===== src/rtl/if_stage_fetch_if.sv =====
// Instruction-memory fetch channel: request (valid/ready + address) and response (valid + data).
// Latency: none, this is wiring only; the response arrives one or more cycles after acceptance.
// Backpressure: the requester holds valid/address until ready; responses cannot be stalled.
interface if_stage_fetch_if;
  logic        imem_req_valid;
  logic        imem_req_ready;
  logic [31:0] imem_addr;
  logic        imem_rsp_valid;
  logic [31:0] imem_rsp_data;

  // Fetch stage side
  modport master (
    output imem_req_valid,
    output imem_addr,
    input  imem_req_ready,
    input  imem_rsp_valid,
    input  imem_rsp_data
  );

  // Instruction memory side
  modport slave (
    input  imem_req_valid,
    input  imem_addr,
    output imem_req_ready,
    output imem_rsp_valid,
    output imem_rsp_data
  );
endinterface


===== src/rtl/if_stage_fetch.sv =====
// RV32I fetch stage + IF/ID register; owns the PC, one outstanding imem request at a time.
// Latency: an instruction lands in IF/ID on the edge its response is consumed (>=2 cycles per fetch).
// Backpressure: pc_write/if_id_write stalls park the response in a buffer; flush always wins.
// Optional: IF_STAGE_MISALIGN_TRAP_EN adds misalign_err and halts fetch after a misaligned redirect.
module if_stage_fetch #(
  parameter logic [31:0] RESET_PC  = 32'h0000_0000,
  parameter logic [31:0] NOP_INSTR = 32'h0000_0013
) (
  input  logic                   clk,
  input  logic                   rst,
  input  logic                   pc_write,
  input  logic                   if_id_write,
  input  logic                   flush,
  input  logic [31:0]            branch_target,
  if_stage_fetch_if.master       imem,
  output logic [31:0]            if_id_pc,
  output logic [31:0]            if_id_instr,
  output logic                   if_id_valid,
  output logic [31:0]            pc_out
`ifdef IF_STAGE_MISALIGN_TRAP_EN
  ,
  output logic                   misalign_err
`endif
);

  // S_HALT is only reachable when the misalignment trap is built in.
  typedef enum logic [2:0] {
    S_REQ  = 3'd0,
    S_WAIT = 3'd1,
    S_HOLD = 3'd2,
    S_DROP = 3'd3,
    S_HALT = 3'd4
  } state_t;

  state_t      state, state_nxt;
  logic [31:0] pc, pc_nxt;
  logic [31:0] buf_q, buf_nxt;
  logic [31:0] if_id_pc_nxt, if_id_instr_nxt;
  logic        if_id_valid_nxt;
  logic        err_q, err_nxt;

  logic        req_hs;
  logic        advance;
  logic        deliver;
  logic [31:0] deliver_dat;
  logic [31:0] flush_pc;
  logic        bad_target;

  // Request is only presented in REQ and is masked while reset is held.
  assign imem.imem_req_valid = (state == S_REQ) && !rst;
  assign imem.imem_addr      = pc;
  assign pc_out              = pc;

  assign req_hs   = imem.imem_req_valid && imem.imem_req_ready;
  assign advance  = pc_write && if_id_write;
  // Redirect addresses are always word aligned; the low bits only matter to the trap.
  assign flush_pc = {branch_target[31:2], 2'b00};

`ifdef IF_STAGE_MISALIGN_TRAP_EN
  assign bad_target   = (branch_target[1:0] != 2'b00);
  assign misalign_err = err_q;
`else
  logic unused_target_lsbs;
  assign bad_target         = 1'b0;
  assign unused_target_lsbs = ^{branch_target[1:0], err_q};
`endif

  // Next-state, PC, buffer and IF/ID selection; flush overrides everything below it.
  always_comb begin
    state_nxt       = state;
    pc_nxt          = pc;
    buf_nxt         = buf_q;
    if_id_pc_nxt    = if_id_pc;
    if_id_instr_nxt = if_id_instr;
    if_id_valid_nxt = if_id_valid;
    err_nxt         = err_q;
    deliver         = 1'b0;
    deliver_dat     = NOP_INSTR;

    case (state)
      S_REQ: begin
        if (req_hs) state_nxt = S_WAIT;
      end
      S_WAIT: begin
        if (imem.imem_rsp_valid) begin
          if (advance) begin
            deliver     = 1'b1;
            deliver_dat = imem.imem_rsp_data;
            state_nxt   = S_REQ;
          end else begin
            buf_nxt   = imem.imem_rsp_data;
            state_nxt = S_HOLD;
          end
        end
      end
      S_HOLD: begin
        if (advance) begin
          deliver     = 1'b1;
          deliver_dat = buf_q;
          state_nxt   = S_REQ;
        end
      end
      S_DROP: begin
        // The response to the flushed request is swallowed here.
        if (imem.imem_rsp_valid) state_nxt = S_REQ;
      end
      S_HALT: begin
        state_nxt = S_HALT;
      end
      default: begin
        state_nxt = S_REQ;
      end
    endcase

    if (deliver) begin
      if_id_pc_nxt    = pc;
      if_id_instr_nxt = deliver_dat;
      if_id_valid_nxt = 1'b1;
      pc_nxt          = pc + 32'd4;
    end else if (if_id_write && (state != S_HALT)) begin
      if_id_pc_nxt    = pc;
      if_id_instr_nxt = NOP_INSTR;
      if_id_valid_nxt = 1'b0;
    end

    if (flush && (state != S_HALT)) begin
      pc_nxt          = flush_pc;
      buf_nxt         = 32'd0;
      if_id_pc_nxt    = 32'd0;
      if_id_instr_nxt = NOP_INSTR;
      if_id_valid_nxt = 1'b0;
      case (state)
        S_REQ:   state_nxt = req_hs ? S_DROP : S_REQ;
        S_WAIT:  state_nxt = imem.imem_rsp_valid ? S_REQ : S_DROP;
        S_HOLD:  state_nxt = S_REQ;
        default: state_nxt = state_nxt;
      endcase
      if (bad_target) begin
        state_nxt = S_HALT;
        err_nxt   = 1'b1;
      end
    end
  end

  // State, PC, response buffer and IF/ID pipeline register.
  always_ff @(posedge clk) begin
    if (rst) begin
      state       <= S_REQ;
      pc          <= RESET_PC;
      buf_q       <= 32'd0;
      if_id_pc    <= 32'd0;
      if_id_instr <= NOP_INSTR;
      if_id_valid <= 1'b0;
      err_q       <= 1'b0;
    end else begin
      state       <= state_nxt;
      pc          <= pc_nxt;
      buf_q       <= buf_nxt;
      if_id_pc    <= if_id_pc_nxt;
      if_id_instr <= if_id_instr_nxt;
      if_id_valid <= if_id_valid_nxt;
      err_q       <= err_nxt;
    end
  end

endmodule


===== src/flat_wrapper.sv =====
// flat-port wrapper written by rule: the top's interface ports become plain ports
module if_stage_fetch_flat 
#(
  parameter logic [31:0] RESET_PC  = 32'h0000_0000,
  parameter logic [31:0] NOP_INSTR = 32'h0000_0013
)
  (clk, rst, pc_write, if_id_write, flush, branch_target, if_id_pc, if_id_instr, if_id_valid, pc_out, imem_imem_req_valid, imem_imem_addr, imem_imem_req_ready, imem_imem_rsp_valid, imem_imem_rsp_data);
  if_stage_fetch_if imem_i ();
  input  logic clk;
  input  logic rst;
  input  logic pc_write;
  input  logic if_id_write;
  input  logic flush;
  input  logic [31:0] branch_target;
  output logic [31:0] if_id_pc;
  output logic [31:0] if_id_instr;
  output logic if_id_valid;
  output logic [31:0] pc_out;
  output wire logic [$bits(imem_i.imem_req_valid)-1:0] imem_imem_req_valid;
  output wire logic [$bits(imem_i.imem_addr)-1:0] imem_imem_addr;
  input wire logic [$bits(imem_i.imem_req_ready)-1:0] imem_imem_req_ready;
  input wire logic [$bits(imem_i.imem_rsp_valid)-1:0] imem_imem_rsp_valid;
  input wire logic [$bits(imem_i.imem_rsp_data)-1:0] imem_imem_rsp_data;
  assign imem_imem_req_valid = imem_i.imem_req_valid;
  assign imem_imem_addr = imem_i.imem_addr;
  assign imem_i.imem_req_ready = imem_imem_req_ready;
  assign imem_i.imem_rsp_valid = imem_imem_rsp_valid;
  assign imem_i.imem_rsp_data = imem_imem_rsp_data;
  if_stage_fetch #(.RESET_PC(RESET_PC), .NOP_INSTR(NOP_INSTR)) u_core (.clk(clk), .rst(rst), .pc_write(pc_write), .if_id_write(if_id_write), .flush(flush), .branch_target(branch_target), .imem(imem_i), .if_id_pc(if_id_pc), .if_id_instr(if_id_instr), .if_id_valid(if_id_valid), .pc_out(pc_out));
endmodule

===== config.mk =====
export PLATFORM = sky130hd
export DESIGN_NAME = if_stage_fetch_flat
export DESIGN_NICKNAME = d
export VERILOG_FILES = /design/src/rtl/if_stage_fetch_if.sv /design/src/rtl/if_stage_fetch.sv /design/src/flat_wrapper.sv
export SDC_FILE = /design/constraint.sdc
export NUM_CORES = 1
export LEC_CHECK = 0
export ABC_AREA = 1
export CORE_MARGIN = 2
export CORE_UTILIZATION = 47
export CTS_BUF_LIST = sky130_fd_sc_hd__clkbuf_8 sky130_fd_sc_hd__clkbuf_16
export CTS_CLUSTER_DIAMETER = 100
export DETAILED_ROUTE_END_ITERATION = 12
export GPL_TIMING_DRIVEN = 0
export HOLD_SLACK_MARGIN = 0.06
export PLACE_DENSITY_LB_ADDON = 0.05
export SLEW_MARGIN = 20
export SYNTH_ARGS = -nofsm -noshare
export SYNTH_HDL_FRONTEND = slang
export SYNTH_SLANG_ARGS = --single-unit

===== constraint.sdc =====
create_clock -name clk -period 1.9 [get_ports clk]
set_input_delay 0.38 -clock clk [delete_from_list [all_inputs] [get_ports clk]]
set_output_delay 0.38 -clock clk [all_outputs]
set_load 0.05 [all_outputs]

==> results of run 1 <==
## cell families after synthesis
kind of cell / Yosys count / synth area share, %
buf+inv: 164 / 12.93
xor+xnor: 2 / 0.2789
compound gates: 163 / 14.30
fa+ha+maj: 1 / 0.1991
simple gates: 474 / 31.45
other cells: 1 / 0.05969
flops: 128 / 40.79
## metal layers
metal / global-route usage [%] / routed length [um] / part of all wire, %
met5: 0 / 0 / 0
met4: 11.69 / 510 / 2.6
met3: 7.842 / 1467 / 7.4
met2: 49.50 / 9810 / 49
met1: 32.09 / 8080 / 41
## timing repair
action	in CTS	in global routing
setup endpoints to repair	124	36
resized for setup	177	28
gates cloned	0	0
## synth_stat cells, types with 2 or more instances
library cell  number  area [um^2]
nor2_1           124        465.5
a31oi_1            2        12.51
buf_1              7        26.28
buf_2             15        75.07
a22oi_1           23        172.7
nand3_1           59        295.3
xor2_1             2        17.52
nor2_4             2        22.52
nand2_2            6        37.54
nor3_1             7        35.03
nor2_8             2        40.04
nand3_2            3        30.03
a21oi_1           51        255.2
inv_2              5        18.77
clkbuf_1          14        52.55
o211ai_1           5        37.54
buf_6              2        22.52
buf_4             43        322.8
inv_1             77        289.0
or2_2              4        25.02
nand4_1            4        25.02
nand2_1          260        975.9
o21ai_0           77        385.4
dfxtp_1          128         2562
## registers in the layout, indices dropped and copies added, names as in the netlist
name,flops
u_core.imem.imem_addr,30
u_core.buf_q,32
u_core.if_id_instr,32
u_core.if_id_valid,1
u_core.if_id_pc,30
u_core.state,3
## critical path: cells and delay by family, from the launching register on
kind,cells,cell delay (ns)
flip-flops,1,0.44
buffers and inverters,2,0.64
## where the power goes
part | internal, mW | switching, mW | total (mW)
sequential | 2.76 | 0.104 | 2.87
combinational | 0.420 | 0.788 | 1.21
clock | 2.11 | 1.22 | 3.33
## layout make-up
class / count / area (um^2)
Buffer: 81 / 510.5
Tap cell: 176 / 220.2
Clock inverter: 13 / 145.1
Fill cell: 1227 / 4178
Clock buffer: 19 / 452.9
Inverter: 83 / 312.8
Sequential cell: 128 / 2567
Timing Repair Buffer: 192 / 1790
Multi-Input combinational cell: 646 / 2960
## worst max-delay path by stage
stage                     slack, ns                       from                         to
after floorplan                0.03   u_core.imem.imem_addr[2]  u_core.imem.imem_addr[18]
after global placement        -0.69                        rst        imem_imem_req_valid
after detailed placement      -0.68                        rst        imem_imem_req_valid
after CTS                     0.003   u_core.imem.imem_addr[5]          imem_imem_addr[5]
after global routing         0.0003  u_core.imem.imem_addr[16]                 pc_out[16]
final                          0.03  u_core.imem.imem_addr[29]                 pc_out[29]
## metrics by stage
step                utilization, %  area, um^2  setup slack [ns]  power [mW]
floorplan                        -        6307           0.03440       3.684
global placement             64.31        8449           -0.6941       4.171
detailed placement           64.31        8449           -0.6808       4.179
CTS                          68.22        8962          0.002531       7.425
global route                 68.20        8960         0.0002607       7.619
finish                       68.20        8960           0.03092       7.400
## layout by cell type, fill, tap and decap left out, types with 2 or more instances in the layout
cell             instances
buf_4                   42
or2_2                    4
clkbuf_16               17
inv_1                   79
o21ai_0                 77
nor2_8                   2
nand2_1                260
dfxtp_2                  4
nand2_2                  5
nor3_2                   3
nand4_1                  4
nand3_1                 58
nor3_1                   4
clkdlybuf4s50_1         67
bufinv_16                3
a22oi_1                 23
o211ai_1                 5
clkbuf_8                 2
xor2_1                   2
clkdlybuf4s15_2         16
dlygate4sd2_1           88
clkbuf_1                13
nor2_2                   2
nor2_1                 123
conb_1                   6
clkinvlp_4               3
clkbuf_2                10
buf_6                    5
clkdlybuf4s15_1         10
buf_1                    7
dfxtp_1                124
a31oi_1                  2
inv_2                    5
clkinv_2                 6
buf_2                   14
nor2_4                   2
nand3_2                  4
a21oi_1                 51
==> flow_summary_export.csv, run 1 <==
group,metric,value,unit
min_path,min_delay_worst_endpoint,"u_core.if_id_pc[10]",
logic_synthesis,async_flop_share,0,%
logic_synthesis,yosys_most_used_dff,"dfxtp_1",
timing,slew_headroom,58.40,%
setup_path,regToRegSetupSlack,0.14,ns
clock_tree,clkTransAtPathRegs,0.06,ns
timing,fin_skew,0.01015,ns
timing,whs,0.4591,ns
cells_and_area,drive_gt1_share,12.99,%
die,dieHeight,119.6,um
timing,slew_viol_final,0,
die,io_pins,201,
logic_synthesis,syn_inst,933,
global_routing,first_global_vias,6355,
min_path,hold_start,"u_core.if_id_pc[10]",
setup_path,crit_chain,"buf_4 -> clkdlybuf4s15_1",
power_and_ir_drop,p_leak,4.181,nW
setup_path,r2r_end,"u_core.imem.imem_addr[15]",
die,rows,42,
setup_path,end_kind,"output port",
setup_path,max_stage_delay,0.49,ns
placement,numPortBuffers,192,
detailed_routing,wl_per_cell,14.85,um
clock_tree,postCtsSetupBuffers,0,
timing,grt_setup_unrepaired,"no",
setup_path,r2r_start,"u_core.state[0]",
min_path,hp-class,"reg2reg",
cells_and_area,fin_nets,1221,
placement,gp_congestion,0.9554,
cells_and_area,diodes,0,
timing,fin_tns_setup,0,ns
timing,finalHoldViolCount,0,
global_routing,grtUsageTotal,28.17,%
detailed_routing,drc,0,
timing,period_needed,1.869,ns
clock_tree,clock_sinks,128,
clock_tree,cts_inserted_buffers,17,
run_status,status,"complete, no violations",
detailed_routing,routed_wl,19.87,mm
cells_and_area,final_cells,1338,
clock_tree,cts_buffer_depth,2,
cells_and_area,syn2layout_area_growth,42.62,%
logic_synthesis,synth.distinct_cells,35,
logic_synthesis,synth.cell_area,6282,um^2
detailed_routing,vias_per_cell,5.001,
clock_tree,clk_latency,0.42,ns
clock_tree,hold_buffers,0,
setup_path,arrival,1.49,ns
logic_synthesis,synth-seq-cells,128,
setup_path,path_class,"reg2out",
setup_path,crit_fanout,6,
power_and_ir_drop,powerDensity,826.0,nW/um^2
detailed_routing,vias,6692,
global_routing,grt_pass1_wl,31.70,mm
logic_synthesis,yosysWarnings,0,
die,die_w,119.6,um
die,die_area,14310,um^2
die,core_area,13140,um^2
timing,worstMarginPinSlew,0.6240,ns
logic_synthesis,synth_edf_count,0,
detailed_routing,ant_nets,0,
detailed_routing,dr.pass1.iters,7,
die,start_util,47.82,%
timing,setup_viol,0,
timing,fmax,535.0,MHz
setup_path,startpoint_type,"flop",
global_routing,antenna_found_initial,0,
clock_tree,cts_tree,"built",
placement,dp_cells,1306,
detailed_routing,drt_iter0_drc,432,
setup_path,rr_worst_depth,9,
min_path,holdPathStages,2,
logic_synthesis,ys_seq_area_share,40.79,%
clock_tree,ctsHtreeMaxLevel,4,
power_and_ir_drop,ir_worst_vdd,0.5795,mV
flow_run,maxCapViolCount,0,
logic_synthesis,syn_avg_cell_area,6.733,um^2
global_routing,gr-total-overflow,0,
timing,period_share,98.37,%
placement,post-dp-hpwl,14.71,mm
global_routing,grt_max_degree,17,
clock_tree,clock-root-buffer,"clkbuf_16",
setup_path,critical_path.slowest_cell,"clkdlybuf4s15_1",
setup_path,critical_path_required,1.52,ns
(Power assumes the default switching activity.)
==> run 2, diff against run 1 <==
- CTS_BUF_LIST: sky130_fd_sc_hd__clkbuf_8 sky130_fd_sc_hd__clkbuf_16 -> sky130_fd_sc_hd__clkbuf_4 sky130_fd_sc_hd__clkbuf_8 sky130_fd_sc_hd__clkbuf_16
- SKIP_CTS_REPAIR_TIMING: unset -> 1
==> run 2 against run 1 <==
  * Die area stayed put
  * Final cell count unchanged
  * Core utilization rose by 3.1 points
  * Clock power increased by 1%
  * Critical endpoint is now pc_out[17]
  * Largest cell class unchanged
  * Largest power group unchanged
==> flow_summary_export.csv, run 2 (synthesis results as in run 1) <==
group,metric,value,unit
min_path,holdPathStages,2,
detailed_routing,drt_iter0_drc,414,
detailed_routing,vias,6741,
detailed_routing,ant_nets,0,
clock_tree,clkTransAtPathRegs,0.06,ns
power_and_ir_drop,finalPower,7.499,mW
cells_and_area,mostFrequentLayoutCell,"nand2_1",
setup_path,crit_chain,"buf_4 -> dlymetal6s2s_1",
die,io_pins,201,
timing,slew_viol_final,0,
global_routing,grt_max_degree,17,
global_routing,grtUsageTotal,28.13,%
die,rows,42,
die,die_area,14310,um^2
setup_path,r2r_end,"u_core.imem.imem_addr[15]",
detailed_routing,vias_per_cell,5.038,
timing,finalHoldViolCount,0,
setup_path,rr_worst_depth,9,
placement,gp_congestion,0.9554,
setup_path,arrival,1.48,ns
timing,slew_headroom,57.28,%
clock_tree,cts_buffer_depth,2,
die,core_area,13140,um^2
clock_tree,ctsHtreeMaxLevel,4,
setup_path,end_kind,"output port",
min_path,min_delay_worst_endpoint,"u_core.if_id_pc[10]",
clock_tree,clock_sinks,128,
power_and_ir_drop,p_leak,5.727,nW
cells_and_area,drive_gt1_share,11.36,%
run_status,status,"complete, no violations",
setup_path,regToRegSetupSlack,0.09,ns
setup_path,critical_path_required,1.52,ns
cells_and_area,syn2layout_area_growth,49.03,%
min_path,hold_start,"u_core.if_id_pc[10]",
clock_tree,cts_tree,"built",
setup_path,max_stage_delay,0.49,ns
power_and_ir_drop,ir_worst_vdd,0.6019,mV
setup_path,path_class,"reg2out",
cells_and_area,diodes,0,
cells_and_area,fin_nets,1221,
detailed_routing,routed_wl,20.44,mm
global_routing,grt_pass1_wl,31.66,mm
detailed_routing,wl_per_cell,15.28,um
cells_and_area,final_cell_mix,"nand2_1, dfxtp_1, nor2_1",
timing,worstMarginPinSlew,0.6409,ns
setup_path,critical_path.slowest_cell,"dfxtp_1",
setup_path,crit_fanout,7,
global_routing,antenna_found_initial,0,
placement,numPortBuffers,192,
detailed_routing,dr.pass1.iters,5,
die,start_util,47.82,%
placement,post-dp-hpwl,14.71,mm
timing,period_share,98.15,%
cells_and_area,top_regs,"u_core.buf_q: 32 flops, u_core.if_id_instr: 32 flops",
clock_tree,clk_latency,0.42,ns
cells_and_area,fin_util,71.27,%
timing,period_needed,1.865,ns
clock_tree,clock-root-buffer,"clkbuf_16",
clock_tree,cts_inserted_buffers,17,
die,die_w,119.6,um
power_and_ir_drop,powerDensity,800.9,nW/um^2
global_routing,gr-total-overflow,0,
timing,fmax,536.2,MHz
flow_run,maxCapViolCount,0,
timing,setup_viol,0,
global_routing,first_global_vias,6351,
setup_path,r2r_start,"u_core.state[0]",
die,dieHeight,119.6,um
detailed_routing,drc,0,
setup_path,startpoint_type,"flop",
min_path,hp-class,"reg2reg",
timing,fin_skew,0.008512,ns
## run 2: metrics by stage
stage | setup TNS [ns] | cells | setup WS (ns) | cell area (um^2) | hold WS (ns)
floorplan | 0 | 938 | 0.03440 | 6307 | 0.4293
global placement | -14.86 | 1306 | -0.6941 | 8449 | 0.4487
detailed placement | -15.54 | 1306 | -0.6808 | 8449 | 0.4502
CTS | -20.37 | 1338 | -0.6886 | 9055 | 0.4591
global route | -0.01934 | 1338 | -0.01092 | 9363 | 0.4679
finish | 0 | 1338 | 0.03512 | 9363 | 0.4572
## run 2: cell type report
| type | count | area (um^2) |
|---|---|---|
| sequential | 128 | 2565 |
| clock buffer | 21 | 467.9 |
| multi-input combinational | 646 | 2960 |
| fill | 1163 | 3775 |
| buffer | 81 | 510.5 |
| clock inverter | 11 | 137.6 |
| tap | 176 | 220.2 |
| timing repair buffer | 192 | 2188 |
| inverter | 83 | 312.8 |
## run 2: power by group
part	total (mW)	internal, mW	switching, mW
Combinational	1.26	0.466	0.795
Clock	3.37	2.15	1.23
Sequential	2.87	2.76	0.104
Total	7.50	5.37	2.12
## run 2: per-layer routing
metal / vias to the layer above / part of all wire, % / GRT usage (%)
met2: 272 / 49 / 49.00
met5: - / 0 / 0
met4: 0 / 3.5 / 12.06
li1: 3381 / - / -
met1: 3028 / 40 / 32.11
met3: 60 / 7.8 / 8.080
## run 2: how the worst max path moves through the flow
stage,from,endpoint,slack (ns),depth (start not counted)
after floorplan,u_core.imem.imem_addr[2],u_core.imem.imem_addr[18],0.03,9
after global placement,rst,imem_imem_req_valid,-0.69,4
after detailed placement,rst,imem_imem_req_valid,-0.68,4
after CTS,rst,imem_imem_req_valid,-0.69,4
after global routing,u_core.imem.imem_addr[17],pc_out[17],-0.01,2
final,u_core.imem.imem_addr[17],pc_out[17],0.04,2
## run 2: worst max-delay path: cells and delay by family, from the launching register on
family / cells / cell delay [ns]
buf+inv: 2 / 0.58
flops: 1 / 0.49
==> run 3, diff against run 2 <==
- MAX_ROUTING_LAYER: unset -> met4
- RECOVER_POWER: unset -> 100
==> run 3 against run 2 <==
  * Wire length shrank 0.33%
  * Critical path depth is the same
  * Sequential power is essentially flat
  * Total power grew 1.5%
  * Final cell count shrank 0.30%
  * Flip-flop and latch count is the same
  * Global-route usage grew 1.0 points
  * Register-to-register slack gained 0.05 ns
  * Cell area shrank 9.2%
  * Non-clock buffer count is the same
  * Count of clock-buffer cells in the layout grew 1
  * Combinational power shrank 6%
==> flow_summary_export.csv, run 3 (synthesis results as in run 1) <==
group,metric,value,unit
global_routing,grtUsageTotal,29.14,%
die,die_area,14310,um^2
cells_and_area,drive_gt1_share,11.23,%
detailed_routing,drt_iter0_drc,482,
timing,period_share,97.53,%
setup_path,crit_chain,"clkbuf_4 -> clkbuf_2",
detailed_routing,wl_per_cell,15.27,um
power_and_ir_drop,clock_power_share,46.9,%
detailed_routing,routed_wl,20.38,mm
min_path,hp-class,"in2reg",
clock_tree,clkTransAtPathRegs,0.05,ns
clock_tree,cts_buffer_depth,2,
die,dieHeight,119.6,um
setup_path,path_class,"reg2out",
timing,fin_skew,0.006343,ns
clock_tree,cts_tree,"built",
global_routing,first_global_vias,6238,
cells_and_area,syn2layout_area_growth,35.33,%
timing,fmax,539.6,MHz
placement,post-dp-hpwl,14.80,mm
clock_tree,clk_latency,0.42,ns
die,io_pins,201,
timing,period_needed,1.853,ns
power_and_ir_drop,p_seq_share,37.7,%
die,start_util,47.82,%
min_path,hold_start,"rst",
detailed_routing,ant_nets,0,
setup_path,crit_fanout,7,
setup_path,arrival,1.47,ns
setup_path,max_stage_delay,0.57,ns
setup_path,r2r_end,"u_core.imem.imem_addr[15]",
detailed_routing,vias_per_cell,4.987,
timing,slew_viol_final,0,
clock_tree,clock-root-buffer,"clkbuf_16",
setup_path,rr_worst_depth,9,
power_and_ir_drop,ir_worst_vdd,0.5305,mV
timing,whs,0.4487,ns
setup_path,critical_path_required,1.52,ns
power_and_ir_drop,switching_power,2.058,mW
setup_path,r2r_start,"u_core.state[0]",
flow_run,maxCapViolCount,0,
cells_and_area,stdcell_area,8502,um^2
clock_tree,clock_sinks,128,
setup_path,regToRegSetupSlack,0.14,ns
power_and_ir_drop,p_leak,3.822,nW
clock_tree,ctsHtreeMaxLevel,4,
timing,slew_headroom,54.34,%
placement,gp_congestion,0.9786,
cells_and_area,fin_nets,1221,
global_routing,gr-total-overflow,0,
cells_and_area,final_cell_mix,"nand2_1, dfxtp_1, nor2_1",
placement,dpl_cell_area,8449,um^2
detailed_routing,vias,6652,
power_and_ir_drop,powerDensity,895.2,nW/um^2
clock_tree,cts_inserted_buffers,17,
global_routing,grt_max_degree,17,
setup_path,critical_path.slowest_cell,"dfxtp_1",
global_routing,grt_pass1_wl,31.91,mm
power_and_ir_drop,finalPower,7.611,mW
min_path,holdPathStages,3,
cells_and_area,mostFrequentLayoutCell,"nand2_1",
min_path,min_delay_worst_endpoint,"u_core.imem.imem_addr[27]",
die,core_area,13140,um^2
placement,numPortBuffers,192,
timing,finalHoldViolCount,0,
die,rows,42,
setup_path,end_kind,"output port",
global_routing,antenna_found_initial,0,
cells_and_area,diodes,0,
power_and_ir_drop,p_int,5.554,mW
die,die_w,119.6,um
setup_path,startpoint_type,"flop",
timing,worstMarginPinSlew,0.6879,ns
cells_and_area,top_regs,"u_core.buf_q: 32 flops, u_core.if_id_instr: 32 flops",
power_and_ir_drop,combPwrFrac,15.5,%
cells_and_area,nFillCells,1312,
run_status,status,"complete, no violations",
detailed_routing,dr.pass1.iters,6,
timing,setup_viol,0,
detailed_routing,drc,0,
power_and_ir_drop,swShare,27.03,%
## run 3: changes by cell type in the layout (fill, tap and decap cells not counted), sizes merged, moves of 2 or more
cell,previous run,this run
clkbuf,41,169
clkinvlp,3,1
buf,68,43
bufinv,3,5
clkinv,6,0
dlymetal6s2s,118,16
## run 3: stage by stage
step,TNS [ns],instances,utilization (%),worst slack (ns)
5_1_grt,-0.006402,1334,64.71,-0.003470
4_1_cts,-19.94,1334,69.13,-0.7050
3_5_place_dp,-19.10,1306,64.31,-0.6928
6_report,0,1334,64.71,0.04688
2_1_floorplan,0,938,-,0.03440
3_3_place_gp,-15.92,1306,64.31,-0.6993
## run 3: worst max-delay path by stage
stage	depth (start not counted)	from	slack [ns]	to
after global routing	2	u_core.imem.imem_addr[16]	-0.003	pc_out[16]
final	2	u_core.imem.imem_addr[20]	0.05	pc_out[20]
after floorplan	9	u_core.imem.imem_addr[2]	0.03	u_core.imem.imem_addr[18]
after detailed placement	4	rst	-0.69	imem_imem_req_valid
after global placement	4	rst	-0.70	imem_imem_req_valid
after CTS	4	rst	-0.71	imem_imem_req_valid
## run 3: power groups by stage
stage / sequential, mW / clock (mW) / combinational [mW]
6_report: 2.87 / 3.57 / 1.18
5_1_grt: 2.88 / 3.73 / 1.25
4_1_cts: 2.86 / 3.60 / 1.26
3_5_place_dp: 2.92 / 0 / 1.26
3_3_place_gp: 2.92 / 0 / 1.25
2_1_floorplan: 3.11 / 0 / 0.576
## run 3: layout make-up
cell class / count / area [um^2] / share of cell area, %
inverter: 83 / 314.1 / 3.694
sequential: 128 / 2565 / 30.17
clock buffer: 22 / 475.5 / 5.592
tap: 176 / 220.2 / 2.590
multi-input combinational: 646 / 2958 / 34.79
buffer: 81 / 519.2 / 6.107
clock inverter: 6 / 157.7 / 1.854
timing repair buffer: 192 / 1292 / 15.20
## run 3: worst max-delay path, delay by kind of cell (launching register included)
kind     cells  cell delay [ns]
flops        1             0.57
buf+inv      2             0.48
## run 3: routing by layer
layer,global-route usage (%),up-vias,share of wire [%]
met3,7.224,38,6.9
met2,50.00,238,49
met1,33.12,3004,41
li1,-,3372,-
met4,10.29,0,2.4
met5,-,-,0
==> RTL change 1: new RTL, config.mk and constraints of run 1 <==
`NOP_INSTR` is set to 32'h0000_0013 in 2 places; all go to 32'h00000009.
--- a/src/rtl/if_stage_fetch.sv
+++ b/src/rtl/if_stage_fetch.sv
@@ -5,5 +5,5 @@
 module if_stage_fetch #(
   parameter logic [31:0] RESET_PC  = 32'h0000_0000,
-  parameter logic [31:0] NOP_INSTR = 32'h0000_0013
+  parameter logic [31:0] NOP_INSTR = 32'h00000009
 ) (
   input  logic                   clk,
--- a/src/flat_wrapper.sv
+++ b/src/flat_wrapper.sv
@@ -3,5 +3,5 @@
 #(
   parameter logic [31:0] RESET_PC  = 32'h0000_0000,
-  parameter logic [31:0] NOP_INSTR = 32'h0000_0013
+  parameter logic [31:0] NOP_INSTR = 32'h00000009
 )
   (clk, rst, pc_write, if_id_write, flush, branch_target, if_id_pc, if_id_instr, if_id_valid, pc_out, imem_imem_req_valid, imem_imem_addr, imem_imem_req_ready, imem_imem_rsp_valid, imem_imem_rsp_data);
Check against the original RTL: not equivalent (a bounded check fails within 4 cycles, from zero or initial values and one cycle with rst high).
==> RTL change 1 against run 1 <==
Sequential cell count unchanged; total power down 3.7%; clock skew down 0.91 ps; clock power down 8.4%; worst setup slack worse by 13 ps; maximum frequency down 0.72%; largest cell class unchanged; routed wire length up 1.1%; design area down 0.73%; area after synthesis up 0.80%.
==> RTL change 1: results (changes against run 1) <==
status = complete, no violations
Reg-to-Reg Start = u_core.imem.imem_addr[10]$_SDFFE_PP0P_
GRT Util Overall = 28.00% (-0.17 points)
worst skew pair latency = 420 ps (about the same)
DR iter-0 viols = 431 (-0.23%)
Place WS = -467.7 ps (+213.2 ps)
total placed instance area = 0.008498 mm2 (+0.58%)
crit-path leading delay family = flip-flops
CP max FO = 7 (+1)
sequential area share after synthesis = 40.47% (-0.32 points)
share of layout cells above drive strength 1 = 14.96% (+2.0 points)
crit-path max cell delay = 550 ps (+60 ps)
CTS max path bufs = 2 (unchanged)
vias in the first global route = 6,115 (-3.8%)
drt wl/cell = 14.92 um (+0.51%)
initial antenna violation count = 0 (unchanged)
top cells by count, synth = 261 x nand2_1, 128 x dfxtp_1, 121 x nor2_1, 74 x inv_1, 68 x o21ai_0
min-delay src = u_core.if_id_pc[14]$_SDFFE_PP0P_
XOR/XNOR share of the synthesized area = 0.1383% (-0.14 points)
top post-synthesis cells by area = dfxtp_1 40%, nand2_1 15%, nor2_1 7.2%
Filler cells = 1,259 (+2.6%)
clock skew = 9.246 ps (-0.9053 ps)
Adder-Cell Fraction of Synth Area = 0.1976% (-0.0016 points)
number of antenna diodes = 0 (unchanged)
Vias = 6,737 (+0.67%)
crit path DAT = 1500 ps
HPWL Detailed = 15,090 um (+2.6%)
Synth cell types = 33 (-5.7%)
# port buffers = 192 (unchanged)
slowest library cell on the worst path = dfxtp_1
Worst VDD drop = 456.6 uV (-21%)
CTS root buf = clkbuf_16
WHS Endpoint = u_core.if_id_pc[14]$_SDFFE_PP0P_
H-tree depth = 4 (unchanged)
Pleak = 0.004186 uW (+0.12%)
hold path depth = 2 (unchanged)
cell-internal power = 5090 uW (-3.8%)
R2R Setup Slk = 160 ps (+20 ps)
Post-synth top flop = dfxtp_1
nets = 1,233 (+0.98%)
Num CTS Buffers = 17 (unchanged)
mux share of post-synthesis cell area = 0% (unchanged)
GP Congestion = 0.9610 (+0.59%)
Reg clk slew, reported paths = 50 ps
R2R Path End = u_core.imem.imem_addr[22]$_SDFFE_PP0P_
FF-to-FF path depth = 11 (+2)
pin slew with the least headroom to its limit = 625.6 ps (+1.598 ps)
post-synthesis compound-gate area fraction = 14.74% (+0.44 points)
DRT Pass-1 Iters = 5 (-2)
Syn. warnings = 0 (unchanged)
first-pass GRT wire length = 31,550 um (-0.48%)
==> RTL change 1: cell count changes after synthesis, sizes merged, moves of 2 or more <==
cell	before	now
nand2	266	271
o21ai	78	75
nand3	62	55
a31oi	2	6
and2	0	2
nor2	129	133
inv	82	89
nor3	8	3
buf	67	71
a21oi	51	56
clkbuf	14	11
==> RTL change 1: metrics by stage <==
stage          cells  setup TNS [ps]  hold WS, ps  utilization [%]  power (uW)
6_report        1346               0        456.4            67.44        7125
5_1_grt         1346               0        471.1            67.44        7355
4_1_cts         1346               0        453.6            67.77        7147
3_5_place_dp    1318          -10510        446.0            64.43        4194
3_3_place_gp    1318           -8963        438.5            64.43        4188
2_1_floorplan    950               0        429.3                -        3690
==> RTL change 1: cell type report <==
| type | count | area [um2] | share of cell area (%) |
|---|---|---|---|
| well taps | 176 | 220.2 | 2.476 |
| flip-flops and latches | 128 | 2569 | 28.88 |
| multi-input cells | 651 | 2954 | 33.21 |
| clock buffers | 18 | 439.2 | 4.937 |
| plain buffers | 82 | 510.5 | 5.739 |
| clock inverters | 10 | 101.3 | 1.139 |
| inverters | 89 | 334.1 | 3.756 |
| repair buffers | 192 | 1767 | 19.86 |
==> RTL change 1: timing repair <==
action | in CTS | in global routing
resized for setup | 175 | 28
endpoints found under the hold margin | 0 | 0
endpoints found under the setup margin | 124 | 26
cloned | 0 | 0
pin swaps | 0 | 0
==> RTL change 1: worst max-delay path by stage <==
| stage | start | endpoint | slack [ps] | cells after the start |
|---|---|---|---|---|
| final | u_core.imem.imem_addr[25]$_SDFFE_PP0P_ | pc_out[25] | 20 | 2 |
| after global routing | u_core.imem.imem_addr[6]$_SDFFE_PP0P_ | pc_out[6] | 0.7 | 2 |
| after global placement | rst | imem_imem_req_valid | -480 | 3 |
| after floorplan | u_core.imem.imem_addr[3]$_SDFFE_PP0P_ | u_core.imem.imem_addr[22]$_SDFFE_PP0P_ | 70 | 12 |
| after CTS | u_core.imem.imem_addr[25]$_SDFFE_PP0P_ | imem_imem_addr[25] | 2 | 1 |
| after detailed placement | rst | imem_imem_req_valid | -470 | 3 |
==> RTL change 1: tightest hold or removal path: stages (launching register included) <==
cell and delay, ps:
dfxtp_1 300, nand2_1 60, a21oi_1 50
==> RTL change 1: power by group through the flow <==
stage | sequential (uW) | clock (uW) | combinational [uW]
after detailed placement | 2930 | 0 | 1270
final | 2870 | 3050 | 1210
after global routing | 2880 | 3180 | 1290
after CTS | 2870 | 3070 | 1210
after floorplan | 3110 | 0 | 583
after global placement | 2930 | 0 | 1260
==> RTL change 1: metal layers <==
layer / track usage (%) / wire length, um / vias to the layer above
li1: - / - / 3412
met1: 33.83 / 8182 / 2990
met2: 47.34 / 9472 / 295
met3: 8.270 / 1913 / 40
met4: 9.706 / 520 / 0
met5: 0 / 0 / -
==> RTL change 2: new RTL, flow settings as in run 1 <==
Without the edit above. Re-encode `state_t` (5 states) as one-hot, 5 bits wide.
--- a/src/rtl/if_stage_fetch.sv
+++ b/src/rtl/if_stage_fetch.sv
@@ -25,10 +25,10 @@
 
   // S_HALT is only reachable when the misalignment trap is built in.
-  typedef enum logic [2:0] {
-    S_REQ  = 3'd0,
-    S_WAIT = 3'd1,
-    S_HOLD = 3'd2,
-    S_DROP = 3'd3,
-    S_HALT = 3'd4
+  typedef enum logic [4:0] {
+    S_REQ  = 5'b00001,
+    S_WAIT = 5'b00010,
+    S_HOLD = 5'b00100,
+    S_DROP = 5'b01000,
+    S_HALT = 5'b10000
   } state_t;
 
Function: no difference found for any inputs over 4 cycles, from zero or initial values and one cycle with rst high; so few cycles prove little.
==> RTL change 2 against run 1 <==
Total power increased by 2.8%; synthesized cell count grew 2.0%; worst setup slack lost 9.5 ps; clock power increased by 2%; core utilization grew 0.61 points; design area up 2.9%; sequential cell count up 2; maximum frequency fell by 0.50%; area after synthesis rose by 3.6%; routed wire length grew 13%; largest cell class unchanged; first-iteration DRC count grew 62%; final cell count increased by 1.3%; count of clock-buffer cells in the layout rose by 3; sequential share of layout area shrank 0.32 points.
==> RTL change 2: results (changes against run 1) <==
Reg-to-Reg Start = u_core.state[3]$_SDFF_PP0_
mean area per synthesized cell = 6.836 um2 (+1.5%)
Filler cells = 1,241 (+1.1%)
DRT met1 WL = 9025 um (+12%)
hold slack = 460.7 ps (+1.607 ps)
clock skew = 7.579 ps (-2.572 ps)
CP max FO = 7 (+1)
Worst VDD drop = 617.7 uV (+6.6%)
hold path depth = 2 (unchanged)
GR Util met3 = 5.805% (-2.0 points)
first-pass GRT wire length = 34,790 um (+9.8%)
R2R Path End = u_core.if_id_instr[4]$_SDFFE_PP1P_
max layer used = met4
Synth cell types = 37 (+5.7%)
Worst Setup SP = u_core.imem.imem_addr[12]$_SDFFE_PP0P_
total placed instance area = 0.008661 mm2 (+2.5%)
initial antenna violation count = 0 (unchanged)
GP Congestion = 0.9571 (+0.18%)
WL met2 = 10,820 um (+10%)
met2 usage = 51.76% (+2.3 points)
GRT Util Overall = 30.18% (+2.0 points)
drt wl/cell = 16.54 um (+11%)
DRT Pass-1 Iters = 5 (-2)
min-delay src = u_core.if_id_pc[17]$_SDFFE_PP0P_
PostCTS Resize Cnt = 183 (+3.4%)
R2R Setup Slk = 80 ps (-60 ps)
Worst slew margin = 48.01% (-10 points)
slowest library cell on the worst path = dlygate4sd2_1
nets = 1,239 (+1.5%)
GR Layer Usage met1 = 36.48% (+4.4 points)
WL met3 = 1824 um (+24%)
# port buffers = 191 (-0.52%)
power density cells = 825.1 mW/mm2 (about the same)
HPWL Detailed = 16,210 um (+10%)
WHS Endpoint = u_core.if_id_pc[17]$_SDFFE_PP0P_
crit path DAT = 1500 ps
CP Capture Point = imem_imem_addr[12]
Detailed Route WL = 22,420 um (+13%)
Placed Instances = 1,324 (+1.4%)
crit-path max cell delay = 580 ps (+90 ps)
status = complete, no violations
via/cell ratio = 5.368 (+7.3%)
share of layout cells above drive strength 1 = 15.93% (+2.9 points)
Place WS = -453.7 ps (+227.1 ps)
Pleak = 0.003893 uW (-6.9%)
top cells by count, synth = 280 x nand2_1, 130 x dfxtp_1, 86 x a21oi_1, 82 x nor2_1, 62 x nand3_1
final worst slack = 21.45 ps (-9.471 ps)
vias in the first global route = 6,965 (+9.6%)
top post-synthesis cells by area = dfxtp_1 40%, nand2_1 16%, a21oi_1 6.6%
DR iter-0 viols = 700 (+62%)
Syn. warnings = 0 (unchanged)
Reg clk slew, reported paths = 60 ps (about the same)
FF-to-FF path depth = 9 (unchanged)
sequential area share after synthesis = 39.99% (-0.80 points)
## RTL change 2: kinds of logic (layout without fill, tap and decap cells)
group / Yosys count / in the layout / share of synthesized area, %
DFF: 130 / 130 / 39.99
adders and majority gates: 1 / 1 / 0.1922
and+or+nand+nor: 496 / 496 / 33.32
xor gates and xnor gates: 3 / 3 / 0.4038
AOI/OAI and AO/OA: 175 / 175 / 14.82
buffers and inverters: 146 / 369 / 11.21
other: 1 / 6 / 0.05763
## RTL change 2: cell type report
type / instances / share of cell area, %
multi-input cells: 681 / 35.18
flip-flops and latches: 130 / 28.33
repair buffers: 191 / 19.38
plain buffers: 93 / 5.875
clock buffers: 22 / 5.360
well taps: 176 / 2.388
inverters: 53 / 2.157
clock inverters: 10 / 1.330
## RTL change 2: power breakdown
group | switching [uW] | internal (uW) | total (uW)
logic | 870 | 434 | 1300
clock network | 1280 | 2120 | 3400
registers | 108 | 2800 | 2910
